`src/rtl/fifo_rd_stream.sv`:
```
// ============================================================================
// Module   : fifo_rd_stream
// Brief    : Read-side drain engine for a registered dual-clock FIFO. It
//            issues latency-aware reads and presents the words as a
//            valid/ready stream. The optional statistics outputs are enabled
//            by defining FIFO_RD_STREAM_STAT_EN.
// Revision : 1.0 - initial release
// ============================================================================
`default_nettype none

module fifo_rd_stream #(
  parameter int DWIDTH    = 8,
  parameter int AWIDTH    = 4,
  parameter int RD_LAT    = 2,
  parameter int BUF_DEPTH = 4
) (
  input  logic              clk_i,
  input  logic              srst_i,
  input  logic [AWIDTH-1:0] rd_usedw_i,
  input  logic              rd_full_i,
  input  logic              rd_empty_i,
  output logic              rd_req_o,
  input  logic [DWIDTH-1:0] q_i,
  output logic [DWIDTH-1:0] data_o,
  output logic              valid_o,
  input  logic              ready_i,
  output logic              busy_o
`ifdef FIFO_RD_STREAM_STAT_EN
  ,
  output logic [31:0]       word_cnt_o,
  output logic              ovf_o
`endif
);

  localparam int c_PW = $clog2(BUF_DEPTH);
  localparam int c_BW = $clog2(BUF_DEPTH + 1);
  localparam int c_SW = AWIDTH + $clog2(BUF_DEPTH + RD_LAT + 1) + 2;

  localparam logic [c_BW-1:0] c_FULL  = c_BW'(BUF_DEPTH);
  localparam logic [c_BW-1:0] c_BONE  = c_BW'(1);
  localparam logic [c_PW-1:0] c_PONE  = c_PW'(1);
  localparam logic [c_SW-1:0] c_DEPTH = c_SW'(BUF_DEPTH);

  logic              r_rd_req;
  logic [RD_LAT-1:0] r_req_sh;
  logic [DWIDTH-1:0] r_mem [BUF_DEPTH];
  logic [c_PW-1:0]   r_wr_ptr;
  logic [c_PW-1:0]   r_rd_ptr;
  logic [c_BW-1:0]   r_buf_cnt;

  logic [AWIDTH:0]   w_avail;
  logic [c_SW-1:0]   w_pend;
  logic [c_SW-1:0]   w_cnt_nxt;
  logic              w_tap;
  logic              w_pop;
  logic              w_valid;
  logic              w_issue;

  assign w_tap   = r_req_sh[RD_LAT-1];
  assign w_valid = (r_buf_cnt != '0);
  assign w_pop   = w_valid && ready_i;

  // w_pend counts the current request plus the older ones not yet returned,
  // i.e. every read the FIFO flags may not reflect yet. w_cnt_nxt is the
  // buffer occupancy the next request will see, so back-to-back reads
  // sustain full rate.
  always_comb begin
    w_avail = rd_full_i ? {1'b1, {AWIDTH{1'b0}}}
                        : (rd_empty_i ? '0 : {1'b0, rd_usedw_i});
    w_pend  = c_SW'(r_rd_req);
    for (int k = 0; k < RD_LAT - 1; k++) begin
      w_pend = w_pend + c_SW'(r_req_sh[k]);
    end
    w_cnt_nxt = c_SW'(r_buf_cnt) + c_SW'(w_tap) - c_SW'(w_pop);
    w_issue   = (c_SW'(w_avail) > w_pend) && ((w_cnt_nxt + w_pend) < c_DEPTH);
  end

  always_ff @(posedge clk_i) begin
    if (srst_i) begin
      r_rd_req  <= 1'b0;
      r_req_sh  <= '0;
      r_wr_ptr  <= '0;
      r_rd_ptr  <= '0;
      r_buf_cnt <= '0;
      for (int i = 0; i < BUF_DEPTH; i++) begin
        r_mem[i] <= '0;
      end
    end else begin
      r_rd_req <= w_issue;
      r_req_sh <= (r_req_sh << 1) | RD_LAT'(r_rd_req);
      if (w_tap) begin
        r_mem[r_wr_ptr] <= q_i;
        r_wr_ptr        <= r_wr_ptr + c_PONE;
      end
      if (w_pop) begin
        r_rd_ptr <= r_rd_ptr + c_PONE;
      end
      case ({w_tap, w_pop})
        2'b10:   r_buf_cnt <= r_buf_cnt + c_BONE;
        2'b01:   r_buf_cnt <= r_buf_cnt - c_BONE;
        default: r_buf_cnt <= r_buf_cnt;
      endcase
    end
  end

  always_ff @(posedge clk_i) begin
    if (!srst_i && w_tap) begin
      assert (r_buf_cnt != c_FULL)
        else $error("fifo_rd_stream: capture into a full output buffer");
    end
  end

  assign rd_req_o = r_rd_req;
  assign data_o   = r_mem[r_rd_ptr];
  assign valid_o  = w_valid;
  assign busy_o   = r_rd_req || (|r_req_sh) || w_valid;

`ifdef FIFO_RD_STREAM_STAT_EN
  logic [31:0] r_word_cnt;
  logic        r_ovf;

  always_ff @(posedge clk_i) begin
    if (srst_i) begin
      r_word_cnt <= '0;
      r_ovf      <= 1'b0;
    end else begin
      if (w_pop) begin
        r_word_cnt <= r_word_cnt + 32'd1;
      end
      if (w_tap && (r_buf_cnt == c_FULL)) begin
        r_ovf <= 1'b1;
      end
    end
  end

  assign word_cnt_o = r_word_cnt;
  assign ovf_o      = r_ovf;
`endif

endmodule

`default_nettype wire

```
`config.mk`:
```
export PLATFORM = sky130hd
export DESIGN_NAME = fifo_rd_stream
export DESIGN_NICKNAME = d
export VERILOG_FILES = /design/src/rtl/fifo_rd_stream.sv
export SDC_FILE = /design/constraint.sdc
export NUM_CORES = 1
export LEC_CHECK = 0
export CELL_PAD_IN_SITES_DETAIL_PLACEMENT = 1
export CELL_PAD_IN_SITES_GLOBAL_PLACEMENT = 1
export CORE_MARGIN = 1
export CORE_UTILIZATION = 45
export CTS_CLUSTER_DIAMETER = 50
export DETAILED_ROUTE_END_ITERATION = 8
export GPL_ROUTABILITY_DRIVEN = 0
export PLACE_DENSITY = 0.89
export RECOVER_POWER = 50
export SLEW_MARGIN = 20
export SYNTH_ARGS = -nofsm -noshare
export SYNTH_HDL_FRONTEND = slang
export SYNTH_SLANG_ARGS = --single-unit
export TNS_END_PERCENT = 5
```
`constraint.sdc`:
```
create_clock -name clk_i -period 4 [get_ports clk_i]
set_input_delay 0.4 -clock clk_i [delete_from_list [all_inputs] [get_ports clk_i]]
set_output_delay 0.4 -clock clk_i [all_outputs]
set_load 0.01 [all_outputs]
```
* After elaboration in Yosys (flattened, before gate mapping) *
Memories as Yosys holds them, arrays and structs flattened. A register that Yosys moved wholly into a read port is not among the register bits.
Cells that the tools add are included.

storage, ports and cells
  flip-flop bits (word level) = 10
  bits in latches = 0
  bits in writable memories = 32
  ROM bits = 0
  input port bits = 17
  output and inout port bits = 11
  logic and storage cells = 40
  memories = 1

operators by class
  add/subtract/negate cells = 8
  $mul = 0
  divide/modulo/power cells = 0
  $lt $le $gt $ge = 2
  equality and inequality tests = 2
  shifts and indexed selects = 0
  muxes and demuxes = 13
  bitwise operators = 1
  reduce and logical (&&, ||, !) cells = 8

memories
  memory  words  bits a word  read ports  clocked after Yosys merged registers in  write ports  RTL line  text
  r_mem   4      8            1           1                                        4            46        logic [DWIDTH-1:0] r_mem [BUF_DEPTH];

operators by type and width
  kind                                                                   count
  9-bit by 3-bit < comparator with 1-bit output, second input constant   1
  8-bit 2-to-1 mux                                                       1
  8-bit OR reduction                                                     1
  5-bit by 3-bit adder with 6-bit output                                 1
  1-bit 2-to-1 mux                                                       6
  2-bit 2-to-1 mux                                                       3
  3-bit case mux with 2 select lines                                     1
  5-bit by 2-bit greater-than comparator with 1-bit output               1
  5-bit 2-to-1 mux                                                       1
  4-bit by 1-bit subtractor with 5-bit output                            1
  2-bit by 1-bit adder with 2-bit output, second input constant          2
  3-bit by 1-bit adder with 4-bit output                                 1
  4-bit 2-to-1 mux                                                       1
  3-bit by 1-bit adder with 3-bit output, second input constant          1
  3-bit nonzero test                                                     1
  3-bit by 1-bit subtractor with 3-bit output, second input constant     1
  1-bit by 1-bit adder with 2-bit output                                 1
  2-bit by 1-bit equality test with 1-bit output, second input constant  1
  2-bit equality test, second input constant                             1
  1-bit logical AND                                                      2
  1-bit logical OR                                                       2
  2-bit by 1-bit bitwise OR with 2-bit output                            1
  2-bit nonzero test                                                     1
  2-bit OR reduction                                                     1

* Logic depth before layout (Yosys ltp) *
  depth in word-level cells = 6
  mapped depth = 10
  mapped depth without buffers = 9

* Worst setup path after synthesis *
No wires, ideal clock.

  path type = flip-flop to flip-flop
  from = register r_buf_cnt[0]
  to = register r_rd_req, in the netlist rd_req_o
  library setup time = 0.078 ns
  arrival time = 2.262 ns
  data required time = 3.922 ns
  slack = 1.660 ns
  cell stages (with the launch flop) = 11
  buffers on the path = 1
  clock period less this slack = 2.340 ns
  cells stage by stage = dfxtp_1 > or3_1 > buf_2 > nand3_1 > o21ai_0 > ha_1 > fa_1 > ha_1 > nor3_1 > nand3_1 > nor3_1

on the way
  cells in the longest elaborated chain, start to end = 6
  elaborated cells between the ends (all ways) = 7
  those cells by class = add/sub: 3; order compare: 1; reduce/logical: 3

ends and longest elaborated chain
  what                                           RTL line  text
  start: declaration                             49        logic [c_BW-1:0] r_buf_cnt;
  start signal: assignment                       99        2'b10: r_buf_cnt <= r_buf_cnt + c_BONE;
  start signal: assignment                       100       2'b01: r_buf_cnt <= r_buf_cnt - c_BONE;
  start signal: assignment                       101       default: r_buf_cnt <= r_buf_cnt;
  3-bit nonzero test                             60        assign w_valid = (r_buf_cnt != '0);
  net valid_o                                    25        output logic valid_o,
  1-bit logical AND                              61        assign w_pop = w_valid && ready_i;
  4-bit by 1-bit subtractor with 5-bit output    74        w_cnt_nxt = c_SW'(r_buf_cnt) + c_SW'(w_tap) - c_SW'(w_pop);
  5-bit by 3-bit adder with 6-bit output         75        w_issue = (c_SW'(w_avail) > w_pend) && ((w_cnt_nxt + w_pend) < c_DEPTH);
  9-bit by 3-bit < comparator with 1-bit output  75
  1-bit logical AND                              75
  end signal: assignment                         89        r_rd_req <= w_issue;
  end: declaration                               44        logic r_rd_req;

The timed path passes the listed nets, and every way through them passes these cells.
A chain may end at the register's enable or synchronous reset.

==> qor.csv <==
stage,metric,value,unit
die,dieArea,4880,µm²
worst_setup_path,startpoint,srst_i,
grt,grt_max_degree,19,
worst_setup_path,reg2reg_setup_slack,1.38,ns
finish,antenna_cells,0,
die,row_count,24,
clock_tree,clock-root-buffer,clkbuf_8,
detailed_routing,drc_errors,0,
worst_setup_path,slowest_delay,1.20,ns
power,p_per_area,512,nW/µm²
finish,fill_cells,466,
detailed_routing,drt_first_pass_iters,4,
clock_tree,postCtsHoldBufs,0,
clock_tree,clock_sinks,44,
worst_setup_path,reg2reg_to,rd_req_o$_SDFF_PP0_,
sta,setup_tns,0,ns
sta,slew_viol_final,0,
synth,synthTopCellsByCount,"edfxtp_1, nor2_1, inv_1, dfxtp_1, nand2_1",
clock_tree,cts_tree,done,
detailed_routing,via_per_inst,5.31,
synth,netlist_area,2070,µm²
grt,grt_pass1_vias,1501,
clock_tree,clock_path_buffers,2,
placement,dp_hpwl,3.24,mm
status,violations,capacitance limit,
clock_tree,htree_levels,2,
clock_tree,clock_latency,0.29,ns
worst_setup_path,cp_slowest_cell,nor4_1,
worst_setup_path,required,3.97,ns
die,core_area,4380,µm²
sta,finalSetupViolations,0,
die,die_h,69.9,µm
die,initial_core_util,47.3,%
worst_setup_path,arrival,2.84,ns
sta,timing.slew.headroom,0.0436,%
synth,async_flop_share,0,%
power,finalPower,1.27,mW
synth,ys.flop_type,edfxtp_1,
clock_tree,cts_resized,0,
grt,antenna_found_initial,0,
worst_setup_path,path_max_fanout,18,
synth,synth.area.top_cells,"edfxtp_1, dfxtp_1, mux4_2",
job,max_cap_viol_count,1,
detailed_routing,drtAntennaViolNets,0,
worst_hold_path,min_path_cells,1,
sta,hold_viol,0,
synth,synth_top_area_share,46.3,%
sta,tightest_slew,1.49,ns
synth,ys_ff_latch,44,
die,dieWidth,69.9,µm
worst_setup_path,crit_path_end_kind,register,
worst_setup_path,critPathKind,in -> reg,
placement,portBuffers,27,
synth,synth_cell_types,28,
synth,yosysTopAreaCell,edfxtp_1,
clock_tree,cts_setup_buffers,0,
detailed_routing,wl_per_cell,18.0,µm
grt,grt_pass1_wl,7.39,mm
grt,gr-total-overflow,0,
detailed_routing,drt_wl_total,4.50,mm
power,ir_worst_vdd,0.000299,V
synth,synthesis.nets,198,
sta,rsz0062_at_grt,false,
status,outcome,"finished, violations left",
sta,fmax,349,MHz
synth,synth_most_common_cell,edfxtp_1,
sta,finClkSkew,0.00447,ns
grt,grtUsageTotal,20.2,%
synth,syn_inst,170,
finish,final_nets,225,
clock_tree,path_clk_slew,0.08,ns
worst_setup_path,crit_path_start_kind,input port,
detailed_routing,route.vias.total,1327,
synth,synth_edf_count,32,
synth,syn_avg_cell_area,12.2,µm²
worst_setup_path,rr_startpoint,r_buf_cnt[0]$_SDFFE_PP0P_,
finish,drive_gt1_share,8.08,%
finish,area_delta_synth_final,19.3,%
sta,fin_crit,2.87,ns
detailed_routing,drt_iter0_markers,71,
worst_setup_path,reg2regPathDepth,9,
clock_tree,cts_buffers,5,
power,p_leak,0.941,nW
worst_setup_path,path_cells,"dlygate4sd3_1, nor4_1, or2_2",
die,pin_count,28,
worst_setup_path,crit_end,r_mem[0][4]$_SDFFCE_PN0P_,
worst_hold_path,min_path_type,reg -> reg,
synth,ys_seq_area_share,57.9,%
sta,fin_crit_sh,71.7,%
synth,yosys_warnings,0,
state kept, by name, summed over array words and instances, names as in the netlist, named ones only:
signal	count
rd_req_o	1
r_buf_cnt	3
r_mem	32
r_req_sh	2
r_wr_ptr	2
r_rd_ptr	2
worst min path at each step:
stage | from | end | slack [ns]
2_1_floorplan | r_req_sh[0]$_SDFF_PP0_ | r_req_sh[1]$_SDFF_PP0_ | 0.46
4_1_cts | r_req_sh[0]$_SDFF_PP0_ | r_req_sh[1]$_SDFF_PP0_ | 0.51
6_report | r_req_sh[0]$_SDFF_PP0_ | r_req_sh[1]$_SDFF_PP0_ | 0.51
3_3_place_gp | r_req_sh[0]$_SDFF_PP0_ | r_req_sh[1]$_SDFF_PP0_ | 0.48
5_1_grt | r_req_sh[0]$_SDFF_PP0_ | r_req_sh[1]$_SDFF_PP0_ | 0.53
3_5_place_dp | r_req_sh[0]$_SDFF_PP0_ | r_req_sh[1]$_SDFF_PP0_ | 0.49
critical path, delay by kind of cell:
| kind | cells | cell delay (ns) |
|---|---|---|
| buffers and inverters | 1 | 0.77 |
| AND/OR/NAND/NOR | 2 | 1.67 |
layout by cell type, fill, tap and decap left out, drive strengths merged, types with 3 or more instances in the layout:
| cell type | n |
|---|---|
| and2 | 9 |
| nor2 | 30 |
| nor3 | 3 |
| edfxtp | 32 |
| ha | 9 |
| nor2b | 3 |
| inv | 16 |
| clkdlybuf4s50 | 24 |
| dlygate4sd3 | 3 |
| xor2 | 5 |
| nand3 | 4 |
| clkbuf | 6 |
| mux4 | 8 |
| dfxtp | 12 |
| nand2 | 12 |
area by class of cell:
| class | instances | area, µm² | share of cell area [%] |
|---|---|---|---|
| clock inverters | 2 | 35.0 | 1.42 |
| well taps | 52 | 65.1 | 2.63 |
| flip-flops and latches | 44 | 1200 | 48.6 |
| inverters | 16 | 60.1 | 2.43 |
| clock buffers | 6 | 72.6 | 2.94 |
| multi-input cells | 103 | 768 | 31.1 |
| repair buffers | 27 | 270 | 10.9 |
cell families after synthesis:
| group | Yosys count | share of synthesized area [%] |
|---|---|---|
| flops | 44 | 57.9 |
| mux | 8 | 8.69 |
| buf+inv | 23 | 4.29 |
| fa+ha+maj | 11 | 7.36 |
| xor+xnor | 7 | 2.96 |
| simple gates | 68 | 15.8 |
| compound gates | 9 | 2.96 |
where the power goes:
group / internal (mW) / leakage [nW] / total (mW) / switching (mW)
registers: 0.532 / 0.428 / 0.576 / 0.0434
clock network: 0.185 / 0.0552 / 0.333 / 0.147
logic: 0.189 / 0.458 / 0.357 / 0.168
total: 0.907 / 0.941 / 1.27 / 0.359
metrics by stage:
| step | instances | hold slack [ns] | worst slack (ns) | utilization [%] | instance area [µm²] |
|---|---|---|---|---|---|
| 6_report | 250 | 0.512 | 1.13 | 56.4 | 2470 |
| 5_1_grt | 250 | 0.525 | 1.07 | 56.4 | 2470 |
| 4_1_cts | 250 | 0.512 | 1.38 | 56.7 | 2490 |
| 3_5_place_dp | 242 | 0.494 | 1.26 | 54.3 | 2380 |
| 3_3_place_gp | 242 | 0.475 | 1.52 | 54.3 | 2380 |
| 2_1_floorplan | 170 | 0.459 | 1.66 | - | 2070 |
per-layer routing:
| layer | GRT usage (%) | part of all wire (%) | vias to the layer above | wire length, µm |
|---|---|---|---|---|
| met1 | 23.4 | 41 | 658 | 1850 |
| li1 | - | - | 633 | - |
| met5 | 0 | 0 | - | 0 |
| met2 | 36.6 | 53 | 29 | 2410 |
| met3 | 3.46 | 3.5 | 7 | 156 |
| met4 | 8.22 | 1.9 | 0 | 87 |
No activity file was read; power rests on OpenSTA's default activity.
